<file path="config.mk">
export PLATFORM = sky130hd
export DESIGN_NAME = fortaegis_hist_seq
export DESIGN_NICKNAME = d
export VERILOG_FILES = /design/src/rtl/fortaegis_hist_seq.sv
export SDC_FILE = /design/constraint.sdc
export NUM_CORES = 1
export LEC_CHECK = 0
export BUFFER_PORTS_ARGS = -buffer_cell sky130_fd_sc_hd__buf_2
export CORE_ASPECT_RATIO = 0.6
export CORE_MARGIN = 2
export CORE_UTILIZATION = 55
export CTS_BUF_LIST = sky130_fd_sc_hd__clkbuf_2 sky130_fd_sc_hd__clkbuf_4 sky130_fd_sc_hd__clkbuf_8
export DETAILED_ROUTE_END_ITERATION = 10
export PLACE_DENSITY = 0.8
export SETUP_SLACK_MARGIN = 0.02
export SLEW_MARGIN = 0
export SYNTH_ARGS = -nofsm -noshare
export SYNTH_HDL_FRONTEND = slang
export SYNTH_SLANG_ARGS = --single-unit
</file>
<file path="constraint.sdc">
create_clock -name clk200 -period 9.6 [get_ports clk200]
set_clock_uncertainty 0.2 [all_clocks]
set_input_delay 0.48 -clock clk200 [delete_from_list [all_inputs] [get_ports clk200]]
set_output_delay 0.48 -clock clk200 [all_outputs]
set_load 0.02 [all_outputs]
</file>
<file path="src/rtl/fortaegis_hist_seq.sv">
// Run sequencer for the histogram chain array: clear bins, collect for win_len cycles, freeze, then stream all bins chain-major.
// Readout issues one bin read per 2 cycles at best; out_valid/data hold under out_ready low, with a one-entry skid for the in-flight read.
module fortaegis_hist_seq #(
  parameter int NCHAIN    = 4,
  parameter int ADDR_W    = 4,
  parameter int BIN_W     = 16,
  parameter int WIN_W     = 16,
  parameter int DRAIN_CYC = 8
) (
  input  logic                      clk200,
  input  logic                      rst,
  input  logic                      start,
  input  logic                      abort,
  input  logic [WIN_W-1:0]          win_len,
  output logic                      coll,
  output logic                      stop4calc,
  output logic                      clr_we,
  output logic [ADDR_W-1:0]         clr_addr,
  output logic                      rd_en,
  output logic [$clog2(NCHAIN)-1:0] rd_chain,
  output logic [ADDR_W-1:0]         rd_addr,
  input  logic [NCHAIN*BIN_W-1:0]   hist_rdata,
  output logic                      out_valid,
  input  logic                      out_ready,
  output logic [BIN_W-1:0]          out_data,
  output logic [$clog2(NCHAIN)-1:0] out_chain,
  output logic [ADDR_W-1:0]         out_addr,
  output logic                      out_last,
  output logic                      busy,
  output logic                      done
);
  localparam int CW = $clog2(NCHAIN);
  localparam logic [CW-1:0]     LAST_CHAIN = CW'(NCHAIN - 1);
  localparam logic [ADDR_W-1:0] LAST_ADDR  = '1;

  typedef enum logic [2:0] {S_IDLE, S_CLEAR, S_COLLECT, S_DRAIN, S_READ, S_DONE} state_t;

  state_t            state;
  logic [WIN_W-1:0]  win_r;
  logic [WIN_W-1:0]  cnt;
  logic [CW-1:0]     nxt_chain;
  logic [ADDR_W-1:0] nxt_addr;
  logic              issued_all;
  logic              rd_q;
  logic              skid_vld;
  logic [BIN_W-1:0]  skid_dat;
  logic [CW-1:0]     skid_chain;
  logic [ADDR_W-1:0] skid_addr;
  logic              skid_last;

  // rd_chain/rd_addr still name the returning read while its data is on hist_rdata
  logic [BIN_W-1:0] land_dat;
  logic             land_last;
  logic             accept;
  assign land_dat  = hist_rdata[rd_chain*BIN_W +: BIN_W];
  assign land_last = (rd_chain == LAST_CHAIN) && (rd_addr == LAST_ADDR);
  assign accept    = out_valid && out_ready;

  always_ff @(posedge clk200 or posedge rst) begin
    if (rst) begin
      state <= S_IDLE;     win_r <= '0;       cnt <= '0;
      coll <= 1'b0;        stop4calc <= 1'b0; clr_we <= 1'b0;   clr_addr <= '0;
      rd_en <= 1'b0;       rd_chain <= '0;    rd_addr <= '0;
      out_valid <= 1'b0;   out_data <= '0;    out_chain <= '0;  out_addr <= '0;
      out_last <= 1'b0;    busy <= 1'b0;      done <= 1'b0;
      nxt_chain <= '0;     nxt_addr <= '0;    issued_all <= 1'b0; rd_q <= 1'b0;
      skid_vld <= 1'b0;    skid_dat <= '0;    skid_chain <= '0; skid_addr <= '0;
      skid_last <= 1'b0;
    end else if (abort) begin
      // abandon the run; any in-flight read result is simply never captured
      state <= S_IDLE;     cnt <= '0;
      coll <= 1'b0;        stop4calc <= 1'b0; clr_we <= 1'b0;   clr_addr <= '0;
      rd_en <= 1'b0;       rd_chain <= '0;    rd_addr <= '0;
      out_valid <= 1'b0;   out_data <= '0;    out_chain <= '0;  out_addr <= '0;
      out_last <= 1'b0;    busy <= 1'b0;      done <= 1'b0;
      nxt_chain <= '0;     nxt_addr <= '0;    issued_all <= 1'b0; rd_q <= 1'b0;
      skid_vld <= 1'b0;    skid_dat <= '0;    skid_chain <= '0; skid_addr <= '0;
      skid_last <= 1'b0;
    end else begin
      case (state)
        S_IDLE: if (start) begin
          state    <= S_CLEAR;
          busy     <= 1'b1;
          clr_we   <= 1'b1;
          clr_addr <= '0;
          win_r    <= (win_len == '0) ? WIN_W'(1) : win_len;
        end
        S_CLEAR: if (clr_addr == LAST_ADDR) begin
          clr_we   <= 1'b0;
          clr_addr <= '0;
          coll     <= 1'b1;
          cnt      <= '0;
          state    <= S_COLLECT;
        end else begin
          clr_addr <= clr_addr + 1'b1;
        end
        S_COLLECT: if (cnt == win_r - 1'b1) begin
          coll      <= 1'b0;
          stop4calc <= 1'b1;
          cnt       <= '0;
          state     <= S_DRAIN;
        end else begin
          cnt <= cnt + 1'b1;
        end
        S_DRAIN: if (cnt == WIN_W'(DRAIN_CYC - 1)) begin
          cnt        <= '0;
          nxt_chain  <= '0;
          nxt_addr   <= '0;
          issued_all <= 1'b0;
          state      <= S_READ;
        end else begin
          cnt <= cnt + 1'b1;
        end
        S_READ: begin
          rd_q <= rd_en;
          if (!rd_en && !issued_all && (!out_valid || out_ready)) begin
            rd_en    <= 1'b1;
            rd_chain <= nxt_chain;
            rd_addr  <= nxt_addr;
            if (nxt_addr == LAST_ADDR) begin
              nxt_addr <= '0;
              if (nxt_chain == LAST_CHAIN) issued_all <= 1'b1;
              else                         nxt_chain  <= nxt_chain + 1'b1;
            end else begin
              nxt_addr <= nxt_addr + 1'b1;
            end
          end else begin
            rd_en <= 1'b0;
          end
          // a read issued alongside a presented beat may land before that beat is taken
          if (accept) begin
            if (skid_vld) begin
              out_data  <= skid_dat;
              out_chain <= skid_chain;
              out_addr  <= skid_addr;
              out_last  <= skid_last;
              skid_vld  <= 1'b0;
            end else if (rd_q) begin
              out_data  <= land_dat;
              out_chain <= rd_chain;
              out_addr  <= rd_addr;
              out_last  <= land_last;
            end else begin
              out_valid <= 1'b0;
            end
          end else if (rd_q) begin
            if (!out_valid) begin
              out_valid <= 1'b1;
              out_data  <= land_dat;
              out_chain <= rd_chain;
              out_addr  <= rd_addr;
              out_last  <= land_last;
            end else begin
              skid_vld   <= 1'b1;
              skid_dat   <= land_dat;
              skid_chain <= rd_chain;
              skid_addr  <= rd_addr;
              skid_last  <= land_last;
            end
          end
          if (accept && out_last) begin
            out_valid <= 1'b0;
            out_last  <= 1'b0;
            done      <= 1'b1;
            state     <= S_DONE;
          end
        end
        S_DONE: begin
          done      <= 1'b0;
          stop4calc <= 1'b0;
          busy      <= 1'b0;
          state     <= S_IDLE;
        end
        default: state <= S_IDLE;
      endcase
    end
  end

endmodule

</file>
# After elaboration in Yosys (flattened, before gate mapping)
# Index checks and enable logic that the tools add are counted.
dict set report classes {
  addsub 5
  eq_ne 26
  n_shift 1
  muxes 122
  bitwise 1
  n_reduce_logical 45
}
# op n
set op_table {}
lappend op_table {{$mux W16} 17}
lappend op_table {{$mux W4} 22}
lappend op_table {{$shiftx A64 B7 Y16} 1}
lappend op_table {{$pmux W16 S3} 1}
lappend op_table {{$mux W1} 46}
lappend op_table {{$mux W2} 20}
lappend op_table {{$ne A3 B3 Y1 const B} 9}
lappend op_table {{$reduce_bool A3 Y1} 9}
lappend op_table {{$mux W3} 6}
lappend op_table {{$add A16 B1 Y16 const B} 1}
lappend op_table {{$eq A16 B16 Y1} 1}
lappend op_table {{$eq A16 B3 Y1 const B} 1}
lappend op_table {{$logic_not A16 Y1} 1}
lappend op_table {{$pmux W4 S2} 2}
lappend op_table {{$reduce_and A4 Y1} 4}
lappend op_table {{$sub A16 B1 Y16 const B} 1}
lappend op_table {{$pmux W3 S5} 1}
lappend op_table {{$reduce_and A3 Y1} 5}
lappend op_table {{$reduce_and A5 Y1} 3}
lappend op_table {{$eq A4 B4 Y1 const B} 3}
lappend op_table {{$pmux W1 S2} 6}
lappend op_table {{$reduce_and A2 Y1} 6}
lappend op_table {{$reduce_bool A4 Y1} 3}
lappend op_table {{$add A4 B1 Y4 const B} 2}
lappend op_table {{16 further kinds} 29}
dict set report word_totals {
  ff_bits 107
  output_inout_bits 40
  word_cells 226
}

# Longest topological paths before layout
dict set report depth {
  ltp_word 8
  ltp_mapped 11
  depth_no_buf 9
}

# Least setup slack after synthesis
# No wires, ideal clock.
dict set report synth_timing {
  path_kind {register to register}
  startpoint {reg win_r[0]}
  endpoint {reg cnt[1]}
  setup_time_ns 0.122
  arrival_ns 2.771
  slack_ns 6.508
  stages_incl_launch_ff 11
  path_buffers 1
  path_cell_list {dfrtp_1 > inv_1 > ha_1 > or4b_1 > buf_6 > o21a_1 > or3_1 > a21oi_2 > a41oi_2 > or4_4 > a32o_1}
}
dict set report synth_between {
  elab_chain_len 5
}
# element line
set synth_rtl {}
lappend synth_rtl {{from (decl)} 39} ;# logic [WIN_W-1:0] win_r;
lappend synth_rtl {{from (signal assigned)} 86} ;# win_r <= (win_len == '0) ? WIN_W'(1) : win_len;
lappend synth_rtl {{$sub A16 B1 Y16} 97} ;# S_COLLECT: if (cnt == win_r - 1'b1) begin
lappend synth_rtl {{$eq A16 B16 Y1} 97}
lappend synth_rtl {{$mux W16} 97}
lappend synth_rtl {{$pmux W16 S3} 80} ;# case (state)
lappend synth_rtl {{$mux W16} 69} ;# end else if (abort) begin
lappend synth_rtl {{to (signal assigned)} 103} ;# cnt <= cnt + 1'b1;
lappend synth_rtl {{to (signal assigned)} 112} ;# cnt <= cnt + 1'b1;
lappend synth_rtl {{to (decl)} 40} ;# logic [WIN_W-1:0] cnt;
# Every way passes these cells.
# A chain may end at the register's enable or synchronous reset.

# Worst setup path after layout
dict set report layout_timing {
  startpoint {reg win_r[0]}
  endpoint {reg cnt[15]}
}
# The elaborated chain is that of the path after synthesis.

==> impl_results.rst <==
.. list-table::
   :header-rows: 1

   * - Metric
     - Value
   * - Cell total after placement
     - 883
   * - Type of origin of the critical path
     - register
   * - Detailed placer's ending HPWL
     - 11650 µm
   * - Total setup buffers inserted after CTS
     - 0
   * - Final hold viol count
     - 0
   * - Time the worst path needs with I/O delays and setup
     - 3.770 ns
   * - Proportion of synthesized flip-flops having asynchronous set or reset
     - 100.0%
   * - Filler cell count
     - 917
   * - Yosys warning count
     - 0
   * - GRT Total Usage
     - 26.34%
   * - Hold buffer count at cts
     - 1
   * - Resized Gates After CTS
     - 0
   * - Vias in the first global route
     - 5188
   * - Pleak
     - 3.259 nW
   * - Critical setup path kind
     - reg -> reg
   * - Setup repair after global routing missed its margin
     - false
   * - Adder-Cell Fraction of Synth Area
     - 0.9992%
   * - Count of standard-cell rows
     - 30
   * - # clock sinks
     - 107
   * - CTS tree
     - done
   * - Final WL
     - 16070 µm
   * - Worst Setup EP
     - cnt[15]
   * - Inserted Clock Buffers
     - 9
   * - Sequential element share of the synthesized area
     - 42.77%
   * - Setup Viol. Count Final
     - 0
   * - Global-route wire length before repair
     - 25750 µm
   * - Share of layout cells above drive strength 1
     - 25.79%
   * - Pin slew with the least headroom to its limit
     - 1.092 ns
   * - Die area
     - 12280 µm²
   * - # port buffers
     - 124
   * - Global placer's final weighted congestion
     - 0.8829
   * - Maximum number of pins on one net before global-route repair
     - 70
   * - Multiplexer share of the synthesized area
     - 12.85%
   * - Diodes inserted
     - 0
   * - Type of destination of the critical path
     - register
   * - Commonest cells after routing, fill and taps aside
     - sky130_fd_sc_hd__buf_2, sky130_fd_sc_hd__dfrtp_1, sky130_fd_sc_hd__nand2_1
   * - Instance count along the most critical hold path
     - 2
   * - Reg-to-reg critical path startpoint
     - win_r[0]
   * - Worst Reg2Reg Path Length in Cells
     - 9
   * - Dominant combinational cell family by area after synthesis
     - simple AND/OR/NAND/NOR gates
   * - Synthesized net count
     - 753
   * - Clock root buffer master
     - sky130_fd_sc_hd__clkbuf_8
   * - VDD IR-drop max
     - 0.0001374 V
   * - Height of the die
     - 86.65 µm
   * - Number of detailed-routing iterations run before antenna repair
     - 8
   * - Final net count
     - 841
   * - EDFF count, synth
     - 0
   * - Average instance area after synthesis
     - 9.443 µm²
   * - Pwr Density
     - 168.4 nW/µm²
   * - Critical path startpoint
     - win_r[0]
   * - Most instantiated flip-flop cell in the synthesis netlist
     - sky130_fd_sc_hd__dfrtp_1
   * - Number of violations reported at the end of detailed-routing iteration 0
     - 509
   * - Critical path fanouts, max
     - 15
   * - Unique cell type count in the Yosys netlist
     - 61
   * - Run status
     - complete, no violations
   * - Worst slew margin relative to its limit
     - 26.81%
   * - Initial core utilization
     - 55.97%
   * - Required @ worst endpoint
     - 9.64 ns
   * - Width of the chip
     - 141.7 µm
   * - CTS H-tree depth
     - 3
   * - Reg-to-Reg End
     - cnt[15]
   * - Via density
     - 6.163
   * - Cell area after synthesis
     - 6261 µm²
   * - Final routed wire length divided by cell count
     - 17.86 µm
   * - Worst reg2reg setup slack
     - 5.83 ns
   * - Setup TNS after final layout
     - 0 ns
   * - Final count of pins violating max slew
     - 0
   * - DRC violations left
     - 0
   * - Fraction of synthesized cell area in xor and xnor cells
     - 3.917%
   * - Clock buffer depth
     - 2
   * - Antenna violations before repair
     - 1
   * - Clock transition at the registers of the reported paths
     - 0.12 ns
   * - Max-capacitance violation count
     - 0
   * - Remaining global-route overflow
     - 0
   * - Synth Area in Simple Gates
     - 19.42%
   * - Highest clock rate
     - 265.3 MHz
   * - Area added between synthesis and finish
     - 13.01%
   * - Total via count after detailed routing
     - 5547
   * - Post-synthesis register bit count
     - 107
   * - Clock insertion delay at the later pin of the skew report
     - 0.39 ns
   * - Boundary Pins
     - 125
   * - Final Cycle Share
     - 39.27%
   * - Signal arrival time at the worst endpoint
     - 3.81 ns
   * - Fin cells
     - 900
   * - Commonest non-fill, non-tap cell in the layout
     - sky130_fd_sc_hd__buf_2
   * - Worst Hold Class
     - in -> reg
   * - Floorplan Core Area
     - 11190 µm²
   * - Post-synthesis compound-gate area fraction
     - 15.57%
   * - Post-Syn Instances
     - 663
   * - Post-route ant nets
     - 0
==> routing by layer <==
metal | global-route usage (%) | wire length, µm
met5 | 0 | 10
met2 | 39.06 | 7245
met3 | 6.575 | 1261
met1 | 39.20 | 7439
met4 | 6.182 | 114
==> report_power, final <==
group	switching, W	total (W)	internal [W]
clock	0.000171	0.000272	0.000101
sequential	0.0000923	0.000594	0.000502
combinational	0.000182	0.000325	0.000143
total	0.000446	0.00119	0.000745
==> worst min path at each step <==
| stage | startpoint | end |
|---|---|---|
| finish | win_len[11] | win_r[11] |
| global route | win_len[11] | win_r[11] |
| CTS | win_len[11] | win_r[11] |
| detailed placement | out_addr[2] | out_addr[2] |
| global placement | out_data[11] | out_data[11] |
| floorplan | nxt_addr[2] | nxt_addr[2] |
==> flip-flops by register name, summed over array words and instances, names as in the netlist, 2 cells and up <==
| register | flops |
|---|---|
| clr_addr | 4 |
| cnt | 16 |
| nxt_addr | 4 |
| nxt_chain | 2 |
| out_addr | 4 |
| out_chain | 2 |
| out_data | 16 |
| rd_addr | 4 |
| rd_chain | 2 |
| skid_addr | 4 |
| skid_chain | 2 |
| skid_dat | 16 |
| state | 3 |
| win_r | 16 |
==> metrics by stage <==
step           util [%]  power (W)  hold slack (ns)  cell area, µm²  worst slack (ns)
2_1_floorplan         -  0.0008278           0.2914            6261             6.103
3_3_place_gp      61.45  0.0009003           0.2590            6874             6.055
3_5_place_dp      61.45  0.0009213           0.2612            6874             5.896
4_1_cts           63.25   0.001193           0.1234            7076             5.872
5_1_grt           63.25   0.001259           0.1162            7076             5.662
6_report          63.25   0.001191           0.1345            7076             5.830
==> cells by family (layout without fill, tap and decap cells) <==
family,count (synthesis),after routing
AOI/OAI and AO/OA,157,157
muxes,58,58
DFF,107,107
and+or+nand+nor,240,240
xor gates and xnor gates,28,28
buffers and inverters,68,161
adders and majority gates,5,5
==> worst max-delay path: stages (launching register included) <==
cell,delay [ns]
sky130_fd_sc_hd__dfrtp_1,0.43
sky130_fd_sc_hd__inv_1,0.10
sky130_fd_sc_hd__ha_1,0.24
sky130_fd_sc_hd__or4b_1,0.64
sky130_fd_sc_hd__o21a_1,0.27
sky130_fd_sc_hd__or3_1,0.37
sky130_fd_sc_hd__a21oi_2,0.16
sky130_fd_sc_hd__a41oi_2,0.08
sky130_fd_sc_hd__nor3_2,0.90
sky130_fd_sc_hd__o211ai_1,0.21
==> cells in the mapped netlist, types with 3 or more instances <==
library cell,count,share of area [%]
sky130_fd_sc_hd__mux2_2,19,3.4
sky130_fd_sc_hd__o21ai_0,41,3.3
sky130_fd_sc_hd__dfrtp_1,107,43
sky130_fd_sc_hd__nand3b_1,3,0.36
sky130_fd_sc_hd__clkbuf_1,40,2.4
sky130_fd_sc_hd__nor3_1,15,1.2
sky130_fd_sc_hd__a21oi_1,52,4.2
sky130_fd_sc_hd__or2_2,3,0.30
sky130_fd_sc_hd__o211ai_1,4,0.48
sky130_fd_sc_hd__nor2_1,35,2.1
sky130_fd_sc_hd__ha_1,5,1.0
sky130_fd_sc_hd__buf_6,3,0.54
sky130_fd_sc_hd__o21a_1,5,0.60
sky130_fd_sc_hd__or3_1,6,0.60
sky130_fd_sc_hd__a22o_1,8,1.1
sky130_fd_sc_hd__o31ai_1,18,2.2
sky130_fd_sc_hd__mux4_2,16,5.8
sky130_fd_sc_hd__inv_1,16,0.96
sky130_fd_sc_hd__a31oi_1,8,0.80
sky130_fd_sc_hd__xnor2_1,19,2.7
sky130_fd_sc_hd__mux2i_1,23,3.7
sky130_fd_sc_hd__nor4b_1,5,0.70
sky130_fd_sc_hd__buf_1,7,0.42
sky130_fd_sc_hd__nand4_1,8,0.80
sky130_fd_sc_hd__nand3_1,17,1.4
sky130_fd_sc_hd__nand2_1,99,5.9
sky130_fd_sc_hd__nor4_1,14,1.4
sky130_fd_sc_hd__and3_1,11,1.1
sky130_fd_sc_hd__a311oi_1,3,0.42
sky130_fd_sc_hd__xor2_1,9,1.3
==> layout make-up <==
| type | instances | area [µm²] | share of cell area (%) |
|---|---|---|---|
| Multi-Input combinational cell | 488 | 3303 | 46.68 |
| Sequential cell | 107 | 2678 | 37.84 |
| Timing Repair Buffer | 129 | 660.6 | 9.337 |
| Tap cell | 144 | 180.2 | 2.546 |
| Clock buffer | 9 | 123.9 | 1.751 |
| Clock inverter | 7 | 67.56 | 0.9549 |
| Inverter | 16 | 62.56 | 0.8842 |
Power figures use the tool's default switching activity.
